### src/rtl/modport_alu_if.sv
// Operand/mode/result bundle for the registered ALU.
// master drives the operands and mode; slave (the ALU) returns the result.
interface modport_alu_if;
  logic [7:0] in_dataA;
  logic [7:0] in_dataB;
  logic [3:0] in_mode;
  logic [7:0] out_data;
  logic       out_cout;

  modport master (
    output in_dataA,
    output in_dataB,
    output in_mode,
    input  out_data,
    input  out_cout
  );

  modport slave (
    input  in_dataA,
    input  in_dataB,
    input  in_mode,
    output out_data,
    output out_cout
  );
endinterface

### src/rtl/modport_alu.sv
// 8-bit, 16-operation ALU with a single registered result stage.
// Synchronous active-low reset clears the result and flag.
module modport_alu (
  input logic           clk,
  input logic           reset_n,
  modport_alu_if.slave  bus
);

  typedef enum logic [3:0] {
    OP_ADD  = 4'd0,
    OP_SUB  = 4'd1,
    OP_MUL  = 4'd2,
    OP_DIV  = 4'd3,
    OP_AND  = 4'd4,
    OP_OR   = 4'd5,
    OP_XOR  = 4'd6,
    OP_NOT  = 4'd7,
    OP_NAND = 4'd8,
    OP_NOR  = 4'd9,
    OP_XNOR = 4'd10,
    OP_SHL  = 4'd11,
    OP_SHR  = 4'd12,
    OP_ROL  = 4'd13,
    OP_ROR  = 4'd14,
    OP_CMP  = 4'd15
  } alu_op_e;

  alu_op_e     op;
  logic [7:0]  a;
  logic [7:0]  b;
  logic [8:0]  sum;
  logic [8:0]  diff;
  logic [15:0] prod;
  logic [7:0]  quot;
  logic        div_zero;
  logic [7:0]  res_data;
  logic        res_cout;
  logic [7:0]  data_q;
  logic        cout_q;

  assign op = alu_op_e'(bus.in_mode);
  assign a  = bus.in_dataA;
  assign b  = bus.in_dataB;

  // Shared arithmetic; the 9th bit of diff is the borrow.
  always_comb begin
    sum      = {1'b0, a} + {1'b0, b};
    diff     = {1'b0, a} - {1'b0, b};
    prod     = 16'(a) * 16'(b);
    div_zero = (b == '0);
    quot     = div_zero ? '1 : (a / b);
  end

  always_comb begin
    res_data = '0;
    res_cout = 1'b0;
    unique case (op)
      OP_ADD: begin
        res_data = sum[7:0];
        res_cout = sum[8];
      end
      OP_SUB: begin
        res_data = diff[7:0];
        res_cout = diff[8];
      end
      OP_MUL: begin
        res_data = prod[7:0];
        res_cout = |prod[15:8];
      end
      OP_DIV: begin
        res_data = quot;
        res_cout = div_zero;
      end
      OP_AND:  res_data = a & b;
      OP_OR:   res_data = a | b;
      OP_XOR:  res_data = a ^ b;
      OP_NOT:  res_data = ~a;
      OP_NAND: res_data = ~(a & b);
      OP_NOR:  res_data = ~(a | b);
      OP_XNOR: res_data = ~(a ^ b);
      OP_SHL: begin
        res_data = {a[6:0], 1'b0};
        res_cout = a[7];
      end
      OP_SHR: begin
        res_data = {1'b0, a[7:1]};
        res_cout = a[0];
      end
      OP_ROL: begin
        res_data = {a[6:0], a[7]};
        res_cout = a[7];
      end
      OP_ROR: begin
        res_data = {a[0], a[7:1]};
        res_cout = a[0];
      end
      OP_CMP: begin
        res_data = {7'b0, (a == b)};
        res_cout = (a > b);
      end
      default: begin
        res_data = '0;
        res_cout = 1'b0;
      end
    endcase
  end

  always_ff @(posedge clk) begin
    if (!reset_n) begin
      data_q <= '0;
      cout_q <= 1'b0;
    end else begin
      data_q <= res_data;
      cout_q <= res_cout;
    end
  end

  assign bus.out_data = data_q;
  assign bus.out_cout = cout_q;

endmodule

### src/flat_wrapper.sv
// flat-port wrapper written by rule: the top's interface ports become plain ports
module modport_alu_flat 
  (clk, reset_n, bus_in_dataA, bus_in_dataB, bus_in_mode, bus_out_data, bus_out_cout);
  modport_alu_if bus_i ();
  input logic clk;
  input logic reset_n;
  input wire logic [$bits(bus_i.in_dataA)-1:0] bus_in_dataA;
  input wire logic [$bits(bus_i.in_dataB)-1:0] bus_in_dataB;
  input wire logic [$bits(bus_i.in_mode)-1:0] bus_in_mode;
  output wire logic [$bits(bus_i.out_data)-1:0] bus_out_data;
  output wire logic [$bits(bus_i.out_cout)-1:0] bus_out_cout;
  assign bus_i.in_dataA = bus_in_dataA;
  assign bus_i.in_dataB = bus_in_dataB;
  assign bus_i.in_mode = bus_in_mode;
  assign bus_out_data = bus_i.out_data;
  assign bus_out_cout = bus_i.out_cout;
  modport_alu u_core (.clk(clk), .reset_n(reset_n), .bus(bus_i));
endmodule
### config.mk
export PLATFORM = sky130hd
export DESIGN_NAME = modport_alu_flat
export DESIGN_NICKNAME = d
export VERILOG_FILES = /design/src/rtl/modport_alu_if.sv /design/src/rtl/modport_alu.sv /design/src/flat_wrapper.sv
export SDC_FILE = /design/constraint.sdc
export NUM_CORES = 1
export LEC_CHECK = 0
export BUFFER_PORTS_ARGS = -buffer_cell sky130_fd_sc_hd__buf_2
export CORE_ASPECT_RATIO = 0.5
export CORE_MARGIN = 3
export CORE_UTILIZATION = 30
export CTS_CLUSTER_DIAMETER = 100
export DETAILED_ROUTE_END_ITERATION = 8
export SETUP_SLACK_MARGIN = 0.2
export SLEW_MARGIN = 20
export SYNTH_ARGS = -nofsm -noshare
export SYNTH_HDL_FRONTEND = slang
export SYNTH_SLANG_ARGS = --single-unit
### constraint.sdc
create_clock -name clk -period 11.6 [get_ports clk]
set_input_delay 0.58 -clock clk [delete_from_list [all_inputs] [get_ports clk]]
set_output_delay 0.58 -clock clk [all_outputs]
set_load 0.03 [all_outputs]
Word level (Yosys, flattened, before mapping). Cells that the tools add are included.

Add/sub/neg operators: 2. Multiply operators: 1. Div/mod/pow operators: 1. Order comparisons: 1. Equality and inequality tests: 16. Shift operators: 0. Muxes and demuxes: 3. Bitwise operators: 7. Reduce and logical (&&, ||, !) cells: 5.

Operator list (count): case mux 8 bit (16 select lines) (1); == test 4 bit, second input constant (8); inverter 8 bit (4); == test 4 x 3 -> 1 bit, second input constant (4); multiplier 8 x 8 -> 16 bit (1); adder 8 x 8 -> 9 bit (1); subtractor 8 x 8 -> 9 bit (1); bitwise AND 8 bit (1); divider 8 x 8 -> 8 bit (1); == test 4 x 2 -> 1 bit, second input constant (2); == test 8 bit (1); greater-than comparator 8 bit (1); zero test 8 bit (1); two-way mux 8 bit (1); OR 8 bit (1); OR reduction 8 bit (1); XOR 8 bit (1); case mux 1 bit (7 select lines) (1); == test 4 x 1 -> 1 bit, second input constant (1); zero test 4 bit (1); OR reduction 2 bit (2).

Bits in registers: 9. Latch bits: 0. Bits in writable memories: 0. Memory bits (read-only): 0. Output and inout port bits: 9. Memories: 0.

Longest topological paths before layout.
Depth after elaboration: 3. Depth in mapped cells: 53.

Least setup slack after synthesis. OpenSTA, ideal clock, no wires.

Path kind: input -> register. From: in bus_in_dataB[7]. To: reg u_core.data_q[0], in the netlist u_core.bus.out_data[0]. Arrival time: 10582 ps. Data required time: 11465 ps. Slack: 883 ps. Stages: 46. Path through: nor3_1 -> nand2_1 -> nor2_1 -> a22oi_1 -> ha_1 -> nor3_1 -> a21boi_0 -> a31oi_1 -> nor2_1 -> ha_1 -> o211ai_1 -> a211oi_4 -> nor3_1 -> or2_2 -> ha_1 -> or2_2 -> o311a_1 -> o21a_1 -> [... 10 more ...] -> o211ai_1 -> and2_1 -> clkbuf_1 -> o21ai_0 -> ha_1 -> o21a_1 -> nor2_1 -> o21ai_0 -> a21o_1 -> a41oi_1 -> mux2_2 -> ha_1 -> o21a_1 -> o21ai_0 -> a21o_1 -> a21oi_1 -> o31ai_1 -> a41oi_1.

Cells in the longest elaborated chain, start to end: 3. Elaborated cells on any way between the ends: 5. Classes of those cells: div: 1; eq/ne: 1; mux: 2; reduce/logical: 1.

RTL lines: start, declared (RTL line flat_wrapper.sv:8) `input wire logic [$bits(bus_i.in_dataB)-1:0] bus_in_dataB;`; divider 8 x 8 -> 8 bit / zero test 8 bit (equally long branches) (RTL line modport_alu.sv:51, modport_alu.sv:50); two-way mux 8 bit (RTL line modport_alu.sv:51) `quot = div_zero ? '1 : (a / b);`; case mux 8 bit (16 select lines) * (RTL line modport_alu.sv:57) `unique case (op)`; end signal, assigned (RTL line modport_alu.sv:113) `data_q <= res_data;`; end, declared (RTL line modport_alu.sv:38) `logic [7:0] data_q;`.

Every way passes the cells marked *; elsewhere a longest branch is shown, timed or not. A chain may end at the register's enable or synchronous reset.

Worst setup path after layout.
From: in bus_in_dataB[0]. To: reg u_core.data_q[0], in the netlist u_core.bus.out_data[0].

Cells in the longest elaborated chain, start to end: 3. Elaborated cells on any way between the ends: 14. Classes of those cells: add/sub: 2; mul: 1; div: 1; eq/ne: 1; mux: 2; bitwise: 6; reduce/logical: 1.

RTL lines (RTL line): divider 8 x 8 -> 8 bit (tied with other cells) (modport_alu.sv:51); two-way mux 8 bit (tied with other cells) (modport_alu.sv:51); case mux 8 bit (16 select lines) * (modport_alu.sv:57).

Marked as above.

==> summary.txt <==
Clock network
  – Clock transition at path regs: 50 ps
  – Longest Clk Path Bufs: 2
  – Htree depth: 1
  – Clock sinks: 9
  – CTS root buf: clkbuf_16
  – Hold-fix buffers, CTS: 0
  – CTS tree: yes
  – CTS Buf Count: 3

Critical path
  – Critical path fanouts, max: 10
  – Max incr delay on CP: 390 ps
  – Critical path launch point type: input pin
  – Crit path max-delay family: compound AO/OA/AOI/OAI gates
  – CP max stage cell: mux2_2
  – Buf+Inv Stages, Crit Path: 3
  – Critical Path End Type: flop
  – Worst Path Arrival: 10820 ps
  – Crit path top cell by count: ha_1
  – Stages on worst setup path: 49
  – Crit Path Class: in2reg
  – Data required, critical path: 11710 ps

Die
  – Die area: 20490 µm²
  – I/O pin count: 31
  – Die Wd: 199.5 µm
  – Core outline area: 17870 µm²
  – Row count: 34
  – Starting density of the core: 31.42%
  – Die Y: 102.7 µm

Place
  – DP Area: 6027 µm²
  – Port Buffers: 30
  – Detailed placement HPWL: 14810 µm
  – GPL Wtd Cong: 0.9702
  – Placed Instances: 1003
  – Post-Place Setup Slack: -185.9 ps

Routing
  – Total wire length: 19170 µm
  – DR WL/cell: 18.94 µm
  – Via count: 5777
  – Initial DRC Count: 554
  – Vias per cell: 5.708
  – TritonRoute pass-1 iters: 7
  – Routed Antenna Nets: 0
  – # DRC: 0

GRT
  – Largest net degree at the start of global routing: 39
  – Antenna violations before repair: 0
  – GRT Total Usage: 18.58%
  – GRT Residual Overflow: 0
  – Vias in the first global route: 5336
  – First-pass GRT wire length: 29860 µm

STA
  – Final period utilization: 92.32%
  – Tmin final: 10710 ps
  – Setup WS post-layout: 890.9 ps
  – Setup violations, final: 0
  – Setup TNS: 0 ps
  – Worst-margin pin slew: 1063 ps
  – Final Slew Violations: 0
  – Max Clk Rate: 93.38 MHz
  – Unrepaired setup endpoints after global routing: false
  – Hold Fails Final Rpt: 0
  – Slew HR: 27.28%

Final layout
  – Antenna cells: 0
  – Register area: 180.2 µm²
  – FILL cells: 1879
  – Synth-to-layout area growth: 10.94%
  – Non-Filler Instances: 1012
  – Layout cells sized above 1: 10.93%
  – Nets: 938
  – Final Cell Area: 6228 µm²
  – Area of the multi-input gates: 5099 µm²

Worst hold path
  – Hold crit path type: in2reg
  – WHS Path Cells: 2

Synth
  – Main synth FF type: dfxtp_1
  – Top post-synthesis cells by area: ha_1 22%, fa_1 14%, nor2_1 6.5%
  – Net Count, Synth: 916
  – Ys Warns: 0
  – Synth Area per Inst: 7.416 µm²
  – Top-count cell post-synth: ha_1
  – Commonest cells in the synthesized netlist: 99 x ha_1, 97 x nor2_1, 74 x inv_1
  – Share of the yosys chip area belonging to registers: 3.209%
  – Distinct cell type count after synthesis: 66
  – Cells after synthesis: 757
  – Yosys reg bits: 9
  – EDFF count, synth: 0
  – Synth top area share: 22.06%
  – Cell area after synthesis: 5614 µm²
  – Synth area leader: ha_1
  – Async S/R FF share, synth: 0%

Status
  – Outcome: finished clean

Flow run
  – Max-cap violation count: 0

Pwr
  – Final Power: 612.7 µW
  – Max VDD drop: 0.04321 mV
  – Leak: 2.914 nW
  – Pwr Density: 98.37 nW/µm²
[cells in the final DEF, fill, tap and decap left out, drive strengths merged, types with 14 or more instances in the layout]
master	n
a21oi	40
buf	45
fa	38
ha	99
inv	74
nand2	50
nand3	14
nor2	97
nor2b	14
nor3	28
o21ai	44
xnor2	19
[area by class of cell]
| type | instances | area share (%) |
|---|---|---|
| sequential | 9 | 2.893 |
| clock buffer | 4 | 1.266 |
| timing repair buffer | 45 | 4.219 |
| multi-input combinational | 636 | 81.86 |
| inverter | 84 | 5.062 |
| tap | 234 | 4.701 |
[flip-flops by register name, summed over array words and instances, names as in the netlist]
signal	flops
u_core.bus.out_cout	1
u_core.bus.out_data	8
[per-stage QoR]
step,utilization (%),hold slack [ps]
6_report,34.86,738.7
3_5_place_dp,33.73,966.1
4_1_cts,34.20,727.4
5_1_grt,34.86,741.5
2_1_floorplan,-,696.2
3_3_place_gp,33.73,975.8
[per-layer routing]
metal | track usage (%) | vias up | wire, µm
li1 | - | 2731 | -
met1 | 25.97 | 2731 | 8533
met2 | 30.14 | 270 | 8231
met3 | 2.906 | 45 | 1804
met4 | 4.981 | 0 | 598
met5 | 0 | - | 0
[power breakdown]
group          leakage [nW]  switching (mW)  total, mW  internal, mW
Sequential           0.0745         0.00102     0.0352        0.0342
Clock                0.0382          0.0182     0.0645        0.0463
Combinational          2.80           0.300      0.513         0.213
Total                  2.91           0.319      0.613         0.294
[final timing paths]
| check | startpoint | to | slack (ps) |
|---|---|---|---|
| worst min-delay path | reset_n | u_core.bus.out_data[7]$_SDFF_PN0_ | 740 |
| worst max-delay path | bus_in_dataB[0] | u_core.bus.out_data[0]$_SDFF_PN0_ | 890 |
[repair_timing]
action | in CTS | in global routing
endpoints found under the setup margin | 1 | 1
gates cloned | 0 | 0
gates resized for setup | 2 | 19
buffers inserted | 0 | 5
hold endpoints to repair | 0 | 0
pin swaps | 0 | 3
[cell families after synthesis]
kind of cell / share of synthesized area (%)
flops: 3.209
simple gates: 21.37
xor+xnor: 4.056
fa+ha+maj: 35.79
compound gates: 23.67
buf+inv: 7.488
mux: 4.413
Note: power is estimated with default switching activity, not from simulation.
